**config.mk**
```make
export PLATFORM = sky130hd
export DESIGN_NAME = mul_add_stage
export DESIGN_NICKNAME = d
export VERILOG_FILES = /design/src/rtl/mul_add_chk_pkg.sv /design/src/rtl/mul_add_chk_stage.sv
export SDC_FILE = /design/constraint.sdc
export NUM_CORES = 1
export LEC_CHECK = 0
export ABC_CLOCK_PERIOD_IN_PS = 4250
export CAP_MARGIN = 40
export CORE_MARGIN = 8
export CORE_UTILIZATION = 24
export DETAILED_ROUTE_END_ITERATION = 16
export PLACE_DENSITY = 0.8
export RECOVER_POWER = 25
export SYNTH_ARGS = -nofsm -noshare
export SYNTH_HDL_FRONTEND = slang
export SYNTH_SLANG_ARGS = --single-unit
```
**constraint.sdc**
```tcl
create_clock -name vclk -period 4.25
set_input_delay 0.425 -clock vclk [all_inputs]
set_output_delay 0.425 -clock vclk [all_outputs]
set_load 0.005 [all_outputs]
```
**src/rtl/mul_add_chk_pkg.sv**
```systemverilog
// Shared header for the divider / multiply-add checker pair.
// Widths, latency and per-cell transistor costs.
package mul_add_chk_pkg;

    localparam int QW  = 8;
    localparam int BW  = 5;
    localparam int AW  = QW + BW;
    localparam int LAT = 5;
    localparam int NW  = 51;

    localparam int T_AND2 = 6;
    localparam int T_INV  = 2;
    localparam int T_NOR5 = 10;
    localparam int T_HA   = 14;
    localparam int T_FA   = 28;
    localparam int T_FS   = 28;
    localparam int T_DFF  = 26;

    // Four inner banks shed one divisor bit each; final bank is a+err+ovf+vld
    localparam int BANK_BITS = 4 * (AW + QW + 2) + (BW - 1) * BW / 2 + AW + 3;

    localparam int FIXED_CELLS = BANK_BITS * T_DFF
                               + BW * T_FS + T_INV
                               + T_NOR5 + T_INV;

    function automatic logic [NW-1:0] stage_cells(input int k);
        return NW'(QW * T_AND2 + T_HA + (QW - 1) * T_FA + (BW - k) * T_HA);
    endfunction

endpackage

```
**src/rtl/mul_add_chk_stage.sv**
```systemverilog
// One shift-add step: acc + (b[K] ? q<<K : 0) as gated ripple chain.
// Bits below K pass through; HA at K, FAs over q, HA carry tail above.
module mul_add_stage
    import mul_add_chk_pkg::*;
#(
    parameter int K = 0
) (
    input  logic [AW-1:0] i_acc,
    input  logic [QW-1:0] i_q,
    input  logic          i_bk,
    output logic [AW-1:0] o_acc,
    output logic [NW-1:0] number
);

    logic [QW-1:0]   w_pp;
    logic [AW-1:K+1] w_c;

    assign w_pp   = i_q & {QW{i_bk}};
    assign number = stage_cells(K);

    for (genvar gi = 0; gi < AW; gi++) begin : g_bit
        if (gi < K) begin : g_pass
            assign o_acc[gi] = i_acc[gi];
        end else if (gi == K) begin : g_ha0
            assign o_acc[gi]  = i_acc[gi] ^ w_pp[0];
            assign w_c[gi+1]  = i_acc[gi] & w_pp[0];
        end else if (gi < K + QW) begin : g_fa
            logic w_p;
            assign w_p        = i_acc[gi] ^ w_pp[gi-K];
            assign o_acc[gi]  = w_p ^ w_c[gi];
            assign w_c[gi+1]  = (i_acc[gi] & w_pp[gi-K]) | (w_c[gi] & w_p);
        end else if (gi < AW - 1) begin : g_ha
            assign o_acc[gi]  = i_acc[gi] ^ w_c[gi];
            assign w_c[gi+1]  = i_acc[gi] & w_c[gi];
        end else begin : g_top
            // Max result 7936 fits in AW bits, so the final carry is dropped
            assign o_acc[gi]  = i_acc[gi] ^ w_c[gi];
        end
    end

endmodule

```
After elaboration in Yosys (flattened, before gate mapping). Cells that the tools add are included. W data, S select, Z words.

Register bits after elaboration: 0. Input port bits: 22. Output and inout port bits: 64.

Bitwise logic cells: 47.

Operators by type and width (count): $xor A1 B1 Y1 (20); $and A1 B1 Y1 (19); $and A8 B8 Y8 (1); $or A1 B1 Y1 (7).

Longest topological paths before layout. Gate-level depths: netlist of run 1.

Depth in word-level cells: 21. Depth in mapped cells: 16. Mapped depth without buffers: 16.

Worst setup path before layout of run 1. No wires, ideal clock.

Path kind: input -> output. Start point: in i_q[0]. End point: out o_acc[12]. Arrival time: 3885 ps. Data required time: 3825 ps. Setup slack: -60 ps. Stages: 16. Cell sequence: and2_1 ha_1 inv_1 fa_1 fa_1 inv_1 fa_1 fa_1 fa_1 fa_1 fa_1 ha_1 ha_1 ha_1 ha_1 xor2_1.

Word-level cells in the longest chain between the ends: 21.

Ends and longest elaborated chain: from (decl) (line mul_add_chk_stage.sv:9) `input logic [QW-1:0] i_q,`; $and A8 B8 Y8 (line mul_add_chk_stage.sv:18) `assign w_pp = i_q & {QW{i_bk}};`; $and A1 B1 Y1 (line mul_add_chk_stage.sv:26) `assign w_c[gi+1] = i_acc[gi] & w_pp[0];`; $and A1 B1 Y1 (line mul_add_chk_stage.sv:31) `assign w_c[gi+1] = (i_acc[gi] & w_pp[gi-K]) | (w_c[gi] & w_p);`; $or A1 B1 Y1 (line mul_add_chk_stage.sv:31); $and A1 B1 Y1 (line mul_add_chk_stage.sv:31); $or A1 B1 Y1 (line mul_add_chk_stage.sv:31); $and A1 B1 Y1 (line mul_add_chk_stage.sv:31); $or A1 B1 Y1 (line mul_add_chk_stage.sv:31); (+2 left out); $and A1 B1 Y1 (line mul_add_chk_stage.sv:31); $or A1 B1 Y1 (line mul_add_chk_stage.sv:31); $and A1 B1 Y1 (line mul_add_chk_stage.sv:31); $or A1 B1 Y1 (line mul_add_chk_stage.sv:31); $and A1 B1 Y1 (line mul_add_chk_stage.sv:31); $or A1 B1 Y1 (line mul_add_chk_stage.sv:31); $and A1 B1 Y1 (4 in series) (line mul_add_chk_stage.sv:34) `assign w_c[gi+1] = i_acc[gi] & w_c[gi];`; $xor A1 B1 Y1 (line mul_add_chk_stage.sv:37) `assign o_acc[gi] = i_acc[gi] ^ w_c[gi];`; to (decl) (line mul_add_chk_stage.sv:11) `output logic [AW-1:0] o_acc,`.

No other way between the ends.

Worst setup path in the final report of run 1. Same ends and word-level chain as after synthesis.

==> metrics.md, run 1 <==
| Metric | Value |
|---|---|
| Die width | `68.81 um` |
| Num rows | `19` |
| Pre-Repair DR Iteration Count | `4` |
| Post-CTS setup buffers | `0` |
| Layout cells sized above 1 | `21.05%` |
| Non-Filler Instances | `145` |
| WP data arrival | `3910 ps` |
| Period utilization | `102.1%` |
| Hold path cells | `3` |
| Critical Path Source | `i_q[0]` |
| Via count | `460` |
| Multi-input gate area | `530.5 um2` |
| IO Count | `86` |
| Core Footprint | `0.002710 mm2` |
| First DRT Iteration DRCs | `1` |
| Post-synthesis sequential area ratio | `0%` |
| Violated checks | `negative setup slack` |
| P_sw | `40.78 uW` |
| DR WL met2 | `727 um` |
| Final instance area | `934.6 um2` |
| Fin crit period | `4339 ps` |
| Met3 wire length | `336 um` |
| CP required | `3830 ps` |
| Max Clock Freq | `230.5 MHz` |
| GPL Wtd Cong | `0.6954` |
| Area Overhead vs Synth | `39.63%` |
| Clk_buf instances | `0` |
| First-pass GRT wire length | `2.221 mm` |
| Leak pwr | `0.4648 nW` |
| P_int | `55.66 uW` |
| DRT Wirelength | `1.634 mm` |
| DR top layer | `met3` |
| Cells after DPL | `145` |
| Highest net fanout along the worst path | `1` |
| Fill count | `292` |
| Crit start category | `input pin` |
| Gr usage total | `5.884%` |
| Register area | `0 um2` |
| Yosys cell types | `8` |
| Clk pwr share | `0%` |
| Max Transition Viols Final | `0` |
| Combinational power share | `100.0%` |
| RSZ-0062 raised after global routing | `yes` |
| Port Buf Inserts | `35` |
| Leading cell type in the layout, fill and taps excluded | `conb_1` |
| Final setup violation count | `2` |
| Final hold slack | `1499 ps` |
| Critical path class | `in -> out` |
| Switching share of total power | `42.29%` |
| Synth Area per Inst | `8.367 um2` |
| Worst Hold End | `o_acc[12]` |
| PnR worst setup slack | `-88.87 ps` |
| Post-route ant nets | `0` |
| Initial antenna violation count | `0` |
| Flop pwr share | `0%` |
| Largest net degree at the start of global routing | `8` |
| Min-Delay Path Class | `in -> out` |
| Die area | `0.004735 mm2` |
| Max-Cap Viols | `0` |
| Ys Warns | `0` |
| Endpoints failing hold | `0` |
| Area after DPL | `872.1 um2` |
| Post-layout util | `34.49%` |
| Hpwl dp | `1.575 mm` |
| Hold Crit Start | `i_acc[12]` |
| DRC viols | `0` |
| Mapped cell area | `669.4 um2` |
| Die height | `68.81 um` |
| Initial Utilization | `24.70%` |
| Number of global-route vias before repair | `513` |
| VDD IR max | `0.00004128 V` |
| Status | `finished, violations left` |
| Most frequent cells in the layout | `conb_1 (51), clkdlybuf4s50_1 (22), fa_2 (7)` |
| Power Dens Cells | `103.2 mW/mm2` |
| DRT met1 WL | `570 um` |
| Ant. Diodes | `0` |
| Final #Nets | `150` |
| Vias per cell | `3.172` |
| Cells after synthesis | `80` |
| Critical path endpoint category | `primary output` |
| Sequential cells | `0` |
| GRT overflow | `0` |
| Avg WL per Cell | `11.27 um` |
## repair_timing
| action | 4_1_cts | 5_1_grt |
|---|---|---|
| gates resized for setup | 51 | 2 |
| hold endpoints to repair | 0 | 0 |
| pin swaps | 14 | 13 |
| setup endpoints to repair | 7 | 5 |
| hold buffers | 0 | 0 |
## routing by layer
layer	vias to the layer above	GRT usage (%)
li1	203	-
met1	203	6.326
met2	54	10.80
met3	0	2.908
met4	0	0
met5	-	0
## final cells by class
cell class	count	area share, %
tap	31	4.150
multi-input combinational	72	56.76
timing repair buffer	36	36.68
inverter	6	2.410
## Yosys cell counts
cell type | number | area share [%]
inv_1 | 6 | 3.4
buf_4 | 51 | 57
fa_1 | 7 | 21
ha_1 | 5 | 9.3
conb_1 | 2 | 1.1
and2_1 | 6 | 5.6
xor2_1 | 1 | 1.3
nand2_1 | 2 | 1.1
## through the flow
step / total power [mW] / TNS [ps] / worst slack [ps]
floorplan: 0.06744 / 0 / 35.83
global placement: 0.09288 / -4047 / -1017
detailed placement: 0.09442 / -4401 / -1084
CTS: 0.09853 / -684.6 / -321.5
global route: 0.1114 / -339.8 / -203.3
finish: 0.09644 / -123.9 / -88.87
## power groups by stage
stage               Sequential (mW)  Clock [mW]  Combinational [mW]
floorplan                         0           0              0.0674
global placement                  0           0              0.0929
detailed placement                0           0              0.0944
CTS                               0           0              0.0985
global route                      0           0               0.111
finish                            0           0              0.0964
## worst max-delay path by stage
stage	cells past startpoint	to	slack [ps]
after floorplan	16	o_acc[12]	40
after global placement	18	o_acc[12]	-1020
after detailed placement	18	o_acc[12]	-1080
after CTS	18	o_acc[12]	-320
after global routing	18	o_acc[12]	-200
final	18	o_acc[12]	-90
## worst max-delay path, stage by stage
cell and delay (ps):
buf_6 90, and2_4 150, ha_4 150, inv_2 50
fa_2 190, fa_2 190, inv_2 40, fa_2 330
fa_2 360, fa_2 340, fa_2 340, fa_2 370
ha_4 170, ha_4 150, ha_4 150, ha_4 150
xor2_1 130, buf_2 120
## kinds of logic after synthesis
kind of cell,after synthesis,synth area share (%)
simple gates,8,6.730
xor+xnor,1,1.309
other cells,2,1.122
buf+inv,57,60.56
fa+ha+maj,12,30.28
Power figures use the tool's default switching activity.
==> run 2, diff against run 1 <==
--- a/config.mk
+++ b/config.mk
@@ -12,6 +12,7 @@
 export DETAILED_ROUTE_END_ITERATION = 16
 export PLACE_DENSITY = 0.8
 export RECOVER_POWER = 25
+export REMOVE_ABC_BUFFERS = 1
 export SYNTH_ARGS = -nofsm -noshare
 export SYNTH_HDL_FRONTEND = slang
 export SYNTH_SLANG_ARGS = --single-unit
==> run 2 against run 1 <==
The run still ends with negative setup slack left. Sequential share of layout area is the same. Worst setup slack gained 15 ps. Core utilization grew 0.18 points. Critical path type unchanged.
==> metrics.md, run 2 (synthesized netlist as in run 1, its figures left out) <==
| Metric | Value |
|---|---|
| Status | `finished, violations left` |
| Violated checks | `negative setup slack` |
| Worst Hold End | `o_acc[12]` |
| Vias per cell | `3.131` |
| CP required | `3830 ps` |
| Max-Cap Viols | `0` |
| IO Count | `86` |
| PnR worst setup slack | `-73.72 ps` |
| First-pass GRT wire length | `2.187 mm` |
| Fin crit period | `4324 ps` |
| Core Footprint | `0.002710 mm2` |
| Die height | `68.81 um` |
| Critical path class | `in -> out` |
| Most frequent cells in the layout | `conb_1 (51), clkdlybuf4s50_1 (22), fa_2 (7)` |
| Max Transition Viols Final | `0` |
| DRT Wirelength | `1.598 mm` |
| GR Util met2 | `9.872%` |
| Min-Delay Path Class | `in -> out` |
| Hold path cells | `3` |
| Most frequent CP cell | `fa_2` |
| Gr busiest metal | `met2` |
| Register area | `0 um2` |
| Largest net degree at the start of global routing | `8` |
| Initial Utilization | `24.70%` |
| Num rows | `19` |
| First DRT Iteration DRCs | `1` |
| Pre-CTS WS | `-1171 ps` |
| Fill count | `286` |
| Number of global-route vias before repair | `548` |
| Gr usage total | `5.654%` |
| RSZ-0062 raised after global routing | `yes` |
| Worst-path cell chain | `buf_6 -> and2_4 -> ha_4 -> inv_2 -> fa_2 -> fa_2 -> inv_2 -> fa_2 -> fa_2 -> fa_2 -> fa_2 -> fa_2 -> ha_4 -> ha_4 -> ha_4 -> ha_4 -> xor2_1 -> buf_2` |
| Die width | `68.81 um` |
| Post-CTS setup buffers | `0` |
| Final setup violation count | `2` |
| Met3 global-route usage | `2.746%` |
| Ant. Diodes | `0` |
| Leak pwr | `0.4652 nW` |
| GRT overflow | `0` |
| Final #Nets | `150` |
| Layout cells sized above 1 | `20.18%` |
| Largest stage delay, worst path | `360 ps` |
| Non-Filler Instances | `145` |
| Hpwl dp | `1.537 mm` |
| VDD IR max | `0.00005604 V` |
| Port Buf Inserts | `35` |
| Initial antenna violation count | `0` |
| Cells after DPL | `145` |
| Max Clock Freq | `231.3 MHz` |
| Endpoints failing hold | `0` |
| Die area | `0.004735 mm2` |
| WP data arrival | `3900 ps` |
| Slowest cell on crit path | `fa_2` |
| Highest net fanout along the worst path | `1` |
| Area Overhead vs Synth | `40.37%` |
| Crit start category | `input pin` |
| Leading cell type in the layout, fill and taps excluded | `conb_1` |
| Critical path endpoint category | `primary output` |
| Met1 Use GR | `6.512%` |
| Sequential cells | `0` |
| Hold Crit Start | `i_acc[12]` |
| Period utilization | `101.7%` |
| GPL Wtd Cong | `0.7103` |
| Via count | `454` |
| Power Dens Cells | `103.0 mW/mm2` |
| Multi-input gate area | `530.5 um2` |
| # hold bufs at CTS | `0` |
| Pre-Repair DR Iteration Count | `2` |
| Post-route ant nets | `0` |
| DRC viols | `0` |
| Avg WL per Cell | `11.02 um` |
| Clk_buf instances | `0` |
==> run 2: changes by cell type in the layout (fill, tap and decap cells not counted), sizes merged <==
cell,change
clkbuf,-1
clkdlybuf4s15,+1
==> run 2: worst max-delay path by stage <==
stage	from	endpoint	slack, ps	cells after the start
after CTS	i_bk	o_acc[12]	-280	18
after global routing	i_q[0]	o_acc[12]	-200	18
after floorplan	i_q[0]	o_acc[12]	-60	16
after global placement	i_bk	o_acc[12]	-1110	18
final	i_q[0]	o_acc[12]	-70	18
after detailed placement	i_q[0]	o_acc[12]	-1170	18
==> run 2: critical path: cells and delay by family <==
family        cells  cell delay [ps]
xor+xnor          1              130
fa+ha+maj        12             2890
simple gates      1              150
buf+inv           4              300
==> run 2: where the power goes <==
part | switching, mW | internal (mW)
Combinational | 0.0409 | 0.0558
Clock | 0 | 0
Sequential | 0 | 0
Total | 0.0409 | 0.0558
==> run 2: layout make-up <==
type	count	share of cell area, %
repair buffers	36	37.02
multi-input cells	72	56.46
well taps	31	4.128
inverters	6	2.397
==> run 2: repair_timing <==
action | CTS | global route
gates resized for setup | 52 | 1
setup endpoints to repair | 6 | 3
pin swaps | 15 | 13
==> run 2: routing by layer <==
| metal | vias to the layer above | routed length, um |
|---|---|---|
| li1 | 203 | - |
| met1 | 199 | 595 |
| met2 | 52 | 706 |
| met3 | 0 | 297 |
| met4 | 0 | 0 |
| met5 | - | 0 |
==> run 2: through the flow <==
| stage | hold WS (ps) | setup TNS, ps | cell area (um2) | util, % | power (mW) |
|---|---|---|---|---|---|
| detailed placement | 1822 | -4790 | 867.1 | 31.99 | 0.09377 |
| global route | 1538 | -317.4 | 939.7 | 34.67 | 0.1092 |
| CTS | 1507 | -564.7 | 933.4 | 34.44 | 0.09859 |
| finish | 1503 | -94.17 | 939.7 | 34.67 | 0.09676 |
| global placement | 1828 | -4489 | 867.1 | 31.99 | 0.09215 |
| floorplan | 901.4 | -60.50 | 470.5 | - | 0.03271 |
